==> src/rtl/mvau_weight_fetch_if.sv <==
// mvau_weight_fetch_if
// Groups the two buses of the weight fetcher:
//   - the read port of the weight memory (address out, registered data back)
//   - the weight word stream sent to the PE datapath (valid/ready)
// Modports:
//   master : the fetcher (drives wmem_addr, wt_data, wt_valid)
//   slave  : memory + datapath side (drives wmem_rdata, wt_ready)
interface mvau_weight_fetch_if #(
  parameter int SIMD         = 2,
  parameter int TW           = 1,
  parameter int WMEM_ADDR_BW = 4
);
  localparam int WW = SIMD * TW;

  logic [WMEM_ADDR_BW-1:0] wmem_addr;
  logic [WW-1:0]           wmem_rdata;
  logic [WW-1:0]           wt_data;
  logic                    wt_valid;
  logic                    wt_ready;

  modport master (
    output wmem_addr,
    input  wmem_rdata,
    output wt_data,
    output wt_valid,
    input  wt_ready
  );

  modport slave (
    input  wmem_addr,
    output wmem_rdata,
    input  wt_data,
    input  wt_valid,
    output wt_ready
  );
endinterface

==> src/rtl/mvau_weight_fetch.sv <==
// mvau_weight_fetch
// Read controller for one MVAU weight memory bank. On start it walks the
// memory addresses 0..WMEM_DEPTH-1, NUM_REPS times. It hides the memory's
// one-cycle registered read latency behind a small output FIFO, and it
// streams the words to the PE datapath with full backpressure.
// Ports:
//   aclk  : clock
//   rst   : synchronous, active-high reset; aborts any job in progress
//   start : begins a job; only looked at while idle
//   busy  : a job is in progress
//   done  : one-cycle pulse on the last output handshake of a job
//   bus   : master side of mvau_weight_fetch_if (memory read port + weight stream)
module mvau_weight_fetch #(
  parameter int SIMD         = 2,
  parameter int TW           = 1,
  parameter int WMEM_DEPTH   = 4,
  parameter int WMEM_ADDR_BW = 4,
  parameter int NUM_REPS     = 4,
  parameter int FIFO_DEPTH   = 4
) (
  input  logic aclk,
  input  logic rst,
  input  logic start,
  output logic busy,
  output logic done,
  mvau_weight_fetch_if.master bus
);

  localparam int WW     = SIMD * TW;
  localparam int PTR_BW = $clog2(FIFO_DEPTH);
  localparam int OCC_BW = PTR_BW + 1;
  localparam int CRD_BW = OCC_BW + 1;
  localparam int REP_BW = (NUM_REPS > 1) ? $clog2(NUM_REPS) : 1;

  typedef enum logic [1:0] {IDLE, RUN, DRAIN} state_t;

  state_t                  state_q;
  logic [WMEM_ADDR_BW-1:0] addr_q;
  logic [WMEM_ADDR_BW-1:0] wmemAddr_q;
  logic [REP_BW-1:0]       rep_q;
  logic                    stage1_q;
  logic                    stage2_q;
  logic [WW-1:0]           fifoMem_q [FIFO_DEPTH];
  logic [PTR_BW-1:0]       wrPtr_q;
  logic [PTR_BW-1:0]       rdPtr_q;
  logic [OCC_BW-1:0]       occ_q;
  logic [OCC_BW-1:0]       occ_d;

  logic [CRD_BW-1:0] credit;
  logic              issue;
  logic              push;
  logic              pop;
  logic              lastAddr;
  logic              lastRep;
  logic              finalPop;

  // Credits count FIFO entries plus reads still travelling through the
  // issue->capture pipe. A read is issued only if its word is certain to
  // find a free FIFO slot, so the FIFO can never overflow.
  always_comb begin
    credit   = CRD_BW'(occ_q) + CRD_BW'(stage1_q) + CRD_BW'(stage2_q);
    issue    = (state_q == RUN) && (credit < CRD_BW'(FIFO_DEPTH));
    push     = stage2_q;
    pop      = (occ_q != '0) && bus.wt_ready;
    lastAddr = (addr_q == WMEM_ADDR_BW'(WMEM_DEPTH - 1));
    lastRep  = (rep_q == REP_BW'(NUM_REPS - 1));
    // Once every read has been issued, the final word is the one that
    // leaves a FIFO with a single entry and nothing still in flight.
    finalPop = (state_q == DRAIN) && pop && (occ_q == OCC_BW'(1))
               && !stage1_q && !stage2_q;
    occ_d    = occ_q + OCC_BW'(push) - OCC_BW'(pop);
  end

  assign busy         = (state_q != IDLE);
  assign done         = finalPop;
  assign bus.wmem_addr = wmemAddr_q;
  assign bus.wt_valid  = (occ_q != '0);
  assign bus.wt_data   = fifoMem_q[rdPtr_q];

  // Job FSM plus address/repetition counters and the 2-stage tag pipe.
  // The tag in stage 2 marks the cycle whose wmem_rdata belongs to an
  // issued read, so it is written into the FIFO at the following edge.
  always_ff @(posedge aclk) begin
    if (rst) begin
      state_q    <= IDLE;
      addr_q     <= '0;
      rep_q      <= '0;
      wmemAddr_q <= '0;
      stage1_q   <= 1'b0;
      stage2_q   <= 1'b0;
      wrPtr_q    <= '0;
      rdPtr_q    <= '0;
      occ_q      <= '0;
    end else begin
      stage1_q <= issue;
      stage2_q <= stage1_q;
      occ_q    <= occ_d;
      if (push) wrPtr_q <= wrPtr_q + PTR_BW'(1);
      if (pop)  rdPtr_q <= rdPtr_q + PTR_BW'(1);

      if (issue) begin
        wmemAddr_q <= addr_q;
        if (lastAddr) begin
          addr_q <= '0;
          rep_q  <= lastRep ? '0 : rep_q + REP_BW'(1);
        end else begin
          addr_q <= addr_q + WMEM_ADDR_BW'(1);
        end
      end

      case (state_q)
        IDLE: begin
          if (start) begin
            state_q <= RUN;
            addr_q  <= '0;
            rep_q   <= '0;
          end
        end
        RUN: begin
          if (issue && lastAddr && lastRep) state_q <= DRAIN;
        end
        DRAIN: begin
          if (finalPop) state_q <= IDLE;
        end
        default: state_q <= IDLE;
      endcase
    end
  end

  // FIFO storage is cleared on reset so the head word reads as zero.
  always_ff @(posedge aclk) begin
    if (rst) begin
      for (int i = 0; i < FIFO_DEPTH; i++) fifoMem_q[i] <= '0;
    end else if (push) begin
      fifoMem_q[wrPtr_q] <= bus.wmem_rdata;
    end
  end

endmodule

==> src/flat_wrapper.sv <==
// flat-port wrapper written by rule: the top's interface ports become plain ports
module mvau_weight_fetch_flat 
#(
  parameter int SIMD         = 2,
  parameter int TW           = 1,
  parameter int WMEM_DEPTH   = 4,
  parameter int WMEM_ADDR_BW = 4,
  parameter int NUM_REPS     = 4,
  parameter int FIFO_DEPTH   = 4
)
  (aclk, rst, start, busy, done, bus_wmem_addr, bus_wmem_rdata, bus_wt_data, bus_wt_valid, bus_wt_ready);
  mvau_weight_fetch_if #(.SIMD(SIMD), .TW(TW), .WMEM_ADDR_BW(WMEM_ADDR_BW)) bus_i ();
  input  logic aclk;
  input  logic rst;
  input  logic start;
  output logic busy;
  output logic done;
  output wire logic [$bits(bus_i.wmem_addr)-1:0] bus_wmem_addr;
  input wire logic [$bits(bus_i.wmem_rdata)-1:0] bus_wmem_rdata;
  output wire logic [$bits(bus_i.wt_data)-1:0] bus_wt_data;
  output wire logic [$bits(bus_i.wt_valid)-1:0] bus_wt_valid;
  input wire logic [$bits(bus_i.wt_ready)-1:0] bus_wt_ready;
  assign bus_wmem_addr = bus_i.wmem_addr;
  assign bus_i.wmem_rdata = bus_wmem_rdata;
  assign bus_wt_data = bus_i.wt_data;
  assign bus_wt_valid = bus_i.wt_valid;
  assign bus_i.wt_ready = bus_wt_ready;
  mvau_weight_fetch #(.SIMD(SIMD), .TW(TW), .WMEM_DEPTH(WMEM_DEPTH), .WMEM_ADDR_BW(WMEM_ADDR_BW), .NUM_REPS(NUM_REPS), .FIFO_DEPTH(FIFO_DEPTH)) u_core (.aclk(aclk), .rst(rst), .start(start), .busy(busy), .done(done), .bus(bus_i));
endmodule
==> config.mk <==
export PLATFORM = sky130hd
export DESIGN_NAME = mvau_weight_fetch_flat
export DESIGN_NICKNAME = d
export VERILOG_FILES = /design/src/rtl/mvau_weight_fetch_if.sv /design/src/rtl/mvau_weight_fetch.sv /design/src/flat_wrapper.sv
export SDC_FILE = /design/constraint.sdc
export NUM_CORES = 1
export LEC_CHECK = 0
export BUFFER_PORTS_ARGS = -buffer_cell sky130_fd_sc_hd__buf_2
export CAP_MARGIN = 20
export CORE_MARGIN = 5
export CORE_UTILIZATION = 50
export DETAILED_ROUTE_END_ITERATION = 6
export PLACE_DENSITY = 0.69
export SYNTH_ARGS = -nofsm -noshare
export SYNTH_HDL_FRONTEND = slang
export SYNTH_SLANG_ARGS = --single-unit
==> constraint.sdc <==
create_clock -name aclk -period 2.1 [get_ports aclk]
set_input_delay 0.315 -clock aclk [delete_from_list [all_inputs] [get_ports aclk]]
set_output_delay 0.315 -clock aclk [all_outputs]
set_load 0.02 [all_outputs]
==> After elaboration in Yosys (flattened, before gate mapping) <==
Memory sizes are Yosys's and may differ from the RTL's. A register that Yosys moved wholly into a read port is not among the register bits.
Cells that the tools add are included.
{ "totals": {"memories": 1, "ff_bits": 21, "ram_bits": 8, "output_inout_bits": 9, "elab_cells": 65} }
{ "mem_list": {"columns": ["name", "words", "width", "read_ports", "rd_ports_with_merged_regs", "write_ports", "line_no", "rtl"], "rows": [
  ["u_core.fifoMem_q", 4, 2, 1, 1, 4, "mvau_weight_fetch.sv:43", "logic [WW-1:0] fifoMem_q [FIFO_DEPTH];"]
]} }
{ "op_classes": {"reduce_logical": 15, "n_eq_ne": 8, "n_addsub": 8, "magnitude_cmp": 1, "mux": 23} }
{ "ops": {"columns": ["op", "n"], "rows": [
  ["2-bit two-way mux", 12],
  ["4-bit two-way mux", 4],
  ["1-bit logical AND", 8],
  ["2-bit by 1-bit adder with 2-bit output (second input constant)", 3],
  ["1-bit two-way mux", 6],
  ["2-bit inequality test (second input constant)", 3],
  ["2-bit one-hot mux with 3 select lines", 1],
  ["3-bit by 1-bit adder with 4-bit output", 1],
  ["4-bit by 1-bit adder with 4-bit output", 1],
  ["4-bit by 1-bit adder with 4-bit output (second input constant)", 1],
  ["2-bit == test (second input constant)", 2],
  ["4-bit by 2-bit == test with 1-bit output (second input constant)", 1],
  ["4-bit by 3-bit < comparator with 1-bit output (second input constant)", 1],
  ["3-bit by 1-bit adder with 3-bit output", 1],
  ["3-bit by 1-bit == test with 1-bit output (second input constant)", 1],
  ["3-bit AND reduction", 1],
  ["3-bit nonzero test", 1],
  ["3-bit by 1-bit subtractor with 3-bit output", 1],
  ["2-bit by 1-bit == test with 1-bit output (second input constant)", 1],
  ["1-bit logical NOT", 2],
  ["2-bit logical NOT", 1],
  ["2-bit nonzero test", 1],
  ["2-bit OR reduction", 1]
]} }

==> Depth between registers and ports, before layout <==
{ "logic_depth": {"depth_word": 8, "mapped_depth": 7} }

==> Least setup slack after synthesis <==
Ideal clock, no wire load.
{ "synth_path": {"path_kind": "register to register", "start": "reg u_core.occ_q[1]", "end": "reg u_core.occ_q[2]", "t_arrival_ns": 1.720, "stages_incl_launch_ff": 8, "path_slack_ns": 0.252, "cell_sequence": "dfxtp_1 o31a_1 ha_1 inv_1 ha_1 fa_1 xor2_1 nor2_1"} }
{ "synth_via": {"elab_chain_len": 3, "word_cells_on_any_way": 4, "cone_classes": "2 x add/sub; 2 x reduce/logical"} }
{ "synth_rtl": {"columns": ["item", "line_no", "rtl"], "rows": [
  ["start: declaration", "mvau_weight_fetch.sv:46", "logic [OCC_BW-1:0] occ_q;"],
  ["start signal: assignment", "mvau_weight_fetch.sv:93", "occ_q <= '0;"],
  ["start signal: assignment", "mvau_weight_fetch.sv:97", "occ_q <= occ_d;"],
  ["3-bit nonzero test", "mvau_weight_fetch.sv:64", "pop = (occ_q != '0) && bus.wt_ready;"],
  ["1-bit logical AND", "mvau_weight_fetch.sv:64", null],
  ["named net u_core.pop", "mvau_weight_fetch.sv:52", "logic pop;"],
  ["3-bit by 1-bit subtractor with 3-bit output", "mvau_weight_fetch.sv:71", "occ_d = occ_q + OCC_BW'(push) - OCC_BW'(pop);"]
]} }
The timed path passes the listed nets, and every way through them passes these cells.
A chain may end at the register's enable or synchronous reset.

==> Worst setup path in the final report <==
{ "layout_path": {"start": "reg u_core.occ_q[2]", "end": "out done"} }
{ "layout_via": {"elab_chain_len": 6, "word_cells_on_any_way": 7, "cone_classes": "1 x eq/ne; 6 x reduce/logical"} }
{ "layout_rtl": {"columns": ["item", "line_no", "rtl"], "rows": [
  ["3-bit nonzero test", "mvau_weight_fetch.sv:64", null],
  ["1-bit logical AND", "mvau_weight_fetch.sv:64", null],
  ["1-bit logical AND", "mvau_weight_fetch.sv:69", "finalPop = (state_q == DRAIN) && pop && (occ_q == OCC_BW'(1))"],
  ["1-bit logical AND *", "mvau_weight_fetch.sv:69", null],
  ["1-bit logical AND * (2 in a row)", "mvau_weight_fetch.sv:70", "&& !stage1_q && !stage2_q;"],
  ["end: declaration", "flat_wrapper.sv:17", "output logic done;"]
]} }
Every way passes the cells marked *; elsewhere a longest branch is shown, timed or not.

==> impl_metrics.yaml <==
run_status:
  outcome: "completed"
worst_setup_path:
  cp_data_arrival_time_ns: 1.64
  cp_data_required_time_ns: 1.78
  regToRegSetupSlack_ns: 0.15
  reg2regPathDepth: 6
  cp_max_fo: 6
  worst_r2r_endpoint: "u_core.occ_q[1]$_SDFF_PP0_"
  reg2reg_from: "u_core.occ_q[1]$_SDFF_PP0_"
  criticalPathCategory: "reg2out"
  path_cells: "buf_4 > or4_1 > nor2_1 > buf_2"
  timing.critical_path.slowest_stage_cell: "or4_1"
  timing.critical_path.slowest_cell_delay_ns: 0.48
  worstSetupStartpoint: "u_core.occ_q[2]$_SDFF_PP0_"
  cp-end-kind: "output port"
  cp-endpoint: "done"
  timing.critical_path.from_type: "flop"
power:
  switching_share_pct: 32.6
  seqPwrFrac_pct: 50.3
  combPwrFrac_pct: 27.6
  power_switching_mw: 0.473
  internal_power_mw: 0.979
  static_power_due_to_leakage_nw: 0.664
  total_power_mw: 1.45
  clock_power_share_pct: 22.1
  vdd_ir_drop_max_mv: 0.631
  pwr_density_cell_nw_per_um2: 896
sta:
  totalNegativeSetupSlack_ns: 0
  layout_worst_path_cycle_share_pct: 93.0
  rsz0062_at_grt: "false"
  fin_worst_hold_slack_ns: 0.263
  min_period_ns: 1.95
  fmaxAchievable_mhz: 512
  report.final.hold_viol_count: 0
  max_slew.worst_pin.slew_ns: 0.554
  slew_violations: 0
  setup_viol: 0
  finalClockSkew_ns: 0.00482
  setup_ws_ns: 0.146
  slew_headroom_pct: 63.0
final_layout:
  filler_cells: 258
  final_core_util_pct: 58.3
  num_antenna_cells: 0
  post_layout_nonfiller_instances: 197
  final_design_area_no_fill_um2: 1620
  area.growth.synth_to_final_pct: 10.0
  final_nets: 178
  final_layout_size_suffix_gt1_share_pct: 18.1
floorplanning:
  top_level_ports: 15
  die_height_um: 64.3
  core_region_area_um2: 2780
  fp.dieArea_um2: 4130
  fp.dieW_um: 64.3
  floorplan_row_count: 19
  initial_core_util_pct: 53.0
routing:
  first_pass_iters: 4
  detail_route.iter0.violations: 34
  routedWlPerCell_um: 13.9
  antenna_left: 0
  postRouteWirelength_um: 2740
  route.detailed.vias_per_inst: 5.64
  drc: 0
  dr_total_vias: 1112
cts:
  clkLatencyLatePin_ns: 0.33
  post_cts.repair.setup_buffers: 0
  post_cts.resized_instances: 0
  tritoncts: "built"
  cts.path.max_buffers: 2
  holdBufCountCts: 0
  cts.reportedPaths.clkPinSlew_ns: 0.09
  htree_levels: 2
  tritoncts.num_buffers: 5
  cts.sink_count: 31
  ctsRootBufferMaster: "clkbuf_4"
logic_synthesis:
  yosysWarnings: 0
  mappedNetlistArea_um2: 1470
  ys_top_cells_by_area: "dfxtp_1, edfxtp_1, ha_1"
  synth_seq_area_share_pct: 47.5
  synth.net_count: 160
  syn-instance-count: 147
  synth_edf_count: 8
  post_synth_num_cell_types: 40
  async_reset_ff_share_pct: 0
  yosys_register_bits: 31
  synth_area_leader_cell: "dfxtp_1"
  synth.top_cell.area_share_pct: 31.2
  synth.avg_cell_area_um2: 10.0
  synth-main-ff-cell: "dfxtp_1"
placement:
  hpwl_after_detailed_placement_um: 2050
  placed_cell_area_um2: 1570
  post-place-ws_ns: 0.170
  quantity_of_i_o_buffers_inserted_on_ports: 14
  place.gp.congestion: 0.819
  place.detailed.instances: 189
min_path:
  holdCritPathClass: "in2reg"
  worstHoldPathCells: 3
job:
  max_cap_violations: 0
global_route:
  antenna_found_initial: 0
  globalRouteOverflowTotal: 0
  grt_start_max_net_pins: 21
  grt_util_all_layers_pct: 14.8
  first_global_vias: 1121
  grt_pass1_wl_um: 4730
[registers in the layout, summed over array words and instances, names as in the netlist, named ones only]
register              cells
u_core.addr_q             4
u_core.bus.wmem_addr      4
u_core.fifoMem_q          8
u_core.occ_q              3
u_core.push               1
u_core.rdPtr_q            2
u_core.rep_q              2
u_core.stage1_q           1
u_core.state_q            2
u_core.wrPtr_q            2
[cell families (layout without fill, tap and decap cells)]
family          Yosys count  in the layout  share of synthesized area (%)
flops                    31             31                           47.5
fa+ha+maj                 7              7                           6.45
mux                       5              5                           5.09
xor+xnor                  4              4                           2.38
compound gates           30             30                           13.9
buf+inv                  16             35                           4.75
simple gates             54             54                           19.9
[per-layer routing]
layer	track usage (%)	up-vias	share of wire (%)
met1	16.8	517	47
li1	-	566	-
met5	0	-	0
met2	23.6	20	45
met4	9.92	0	3.1
met3	4.73	9	5.1
[power by group through the flow]
stage / Sequential [mW] / Combinational (mW) / Clock, mW
after floorplan: 0.737 / 0.303 / 0
after global placement: 0.741 / 0.396 / 0
after detailed placement: 0.744 / 0.404 / 0
after CTS: 0.730 / 0.408 / 0.334
after global routing: 0.740 / 0.452 / 0.359
final: 0.730 / 0.401 / 0.320
[placed cells by master, fill, tap and decap left out, types with 2 or more instances in the layout]
cell type  count
dfxtp_1       23
nor2_1        14
buf_2         14
nand2_1       12
inv_1         10
a21oi_1        9
o31ai_1        8
edfxtp_1       8
nand4_1        7
ha_1           6
nor2b_1        5
o21ai_0        5
clkbuf_4       5
or4_1          3
mux2i_1        3
buf_4          3
mux4_2         2
xor2_1         2
and2_1         2
nand2b_1       2
xnor2_1        2
clkinv_1       2
[cell type report]
| cell class | count | area [um2] | share of cell area (%) |
|---|---|---|---|
| Multi-Input combinational cell | 100 | 703 | 43.4 |
| Tap cell | 31 | 38.8 | 2.39 |
| Inverter | 10 | 37.5 | 2.31 |
| Clock inverter | 2 | 7.51 | 0.463 |
| Timing Repair Buffer | 17 | 92.6 | 5.71 |
| Clock buffer | 6 | 41.3 | 2.55 |
| Sequential cell | 31 | 701 | 43.2 |
[synthesized netlist by cell type, types with 2 or more instances]
| cell | n |
|---|---|
| or4_1 | 3 |
| dfxtp_1 | 23 |
| mux4_2 | 2 |
| nand2b_1 | 2 |
| and2_1 | 2 |
| xor2_1 | 2 |
| o21ai_0 | 5 |
| nor2_1 | 14 |
| mux2i_1 | 3 |
| edfxtp_1 | 8 |
| buf_2 | 2 |
| clkbuf_1 | 2 |
| ha_1 | 6 |
| o31ai_1 | 8 |
| xnor2_1 | 2 |
| nor2b_1 | 5 |
| a21oi_1 | 9 |
| inv_1 | 10 |
| nand2_1 | 12 |
| nand4_1 | 7 |
[worst min-delay path by stage]
stage	startpoint	to	slack [ns]
2_1_floorplan	u_core.rep_q[1]$_SDFF_PP0_	u_core.rep_q[1]$_SDFF_PP0_	0.44
3_5_place_dp	u_core.bus.wmem_addr[0]$_SDFFE_PP0N_	u_core.bus.wmem_addr[0]$_SDFFE_PP0N_	0.46
6_report	start	u_core.state_q[0]$_SDFFE_PP0P_	0.26
4_1_cts	start	u_core.state_q[0]$_SDFFE_PP0P_	0.25
5_1_grt	bus_wmem_rdata[0]	u_core.fifoMem_q[0][0]$_SDFFCE_PN0P_	0.27
3_3_place_gp	u_core.rep_q[1]$_SDFF_PP0_	u_core.rep_q[1]$_SDFF_PP0_	0.45
[worst max-delay path, delay by kind of cell (launching register included)]
kind / cells / cell delay [ns]
and+or+nand+nor: 2 / 0.64
buffers and inverters: 2 / 0.34
DFF: 1 / 0.32
Power figures use the tool's default switching activity.
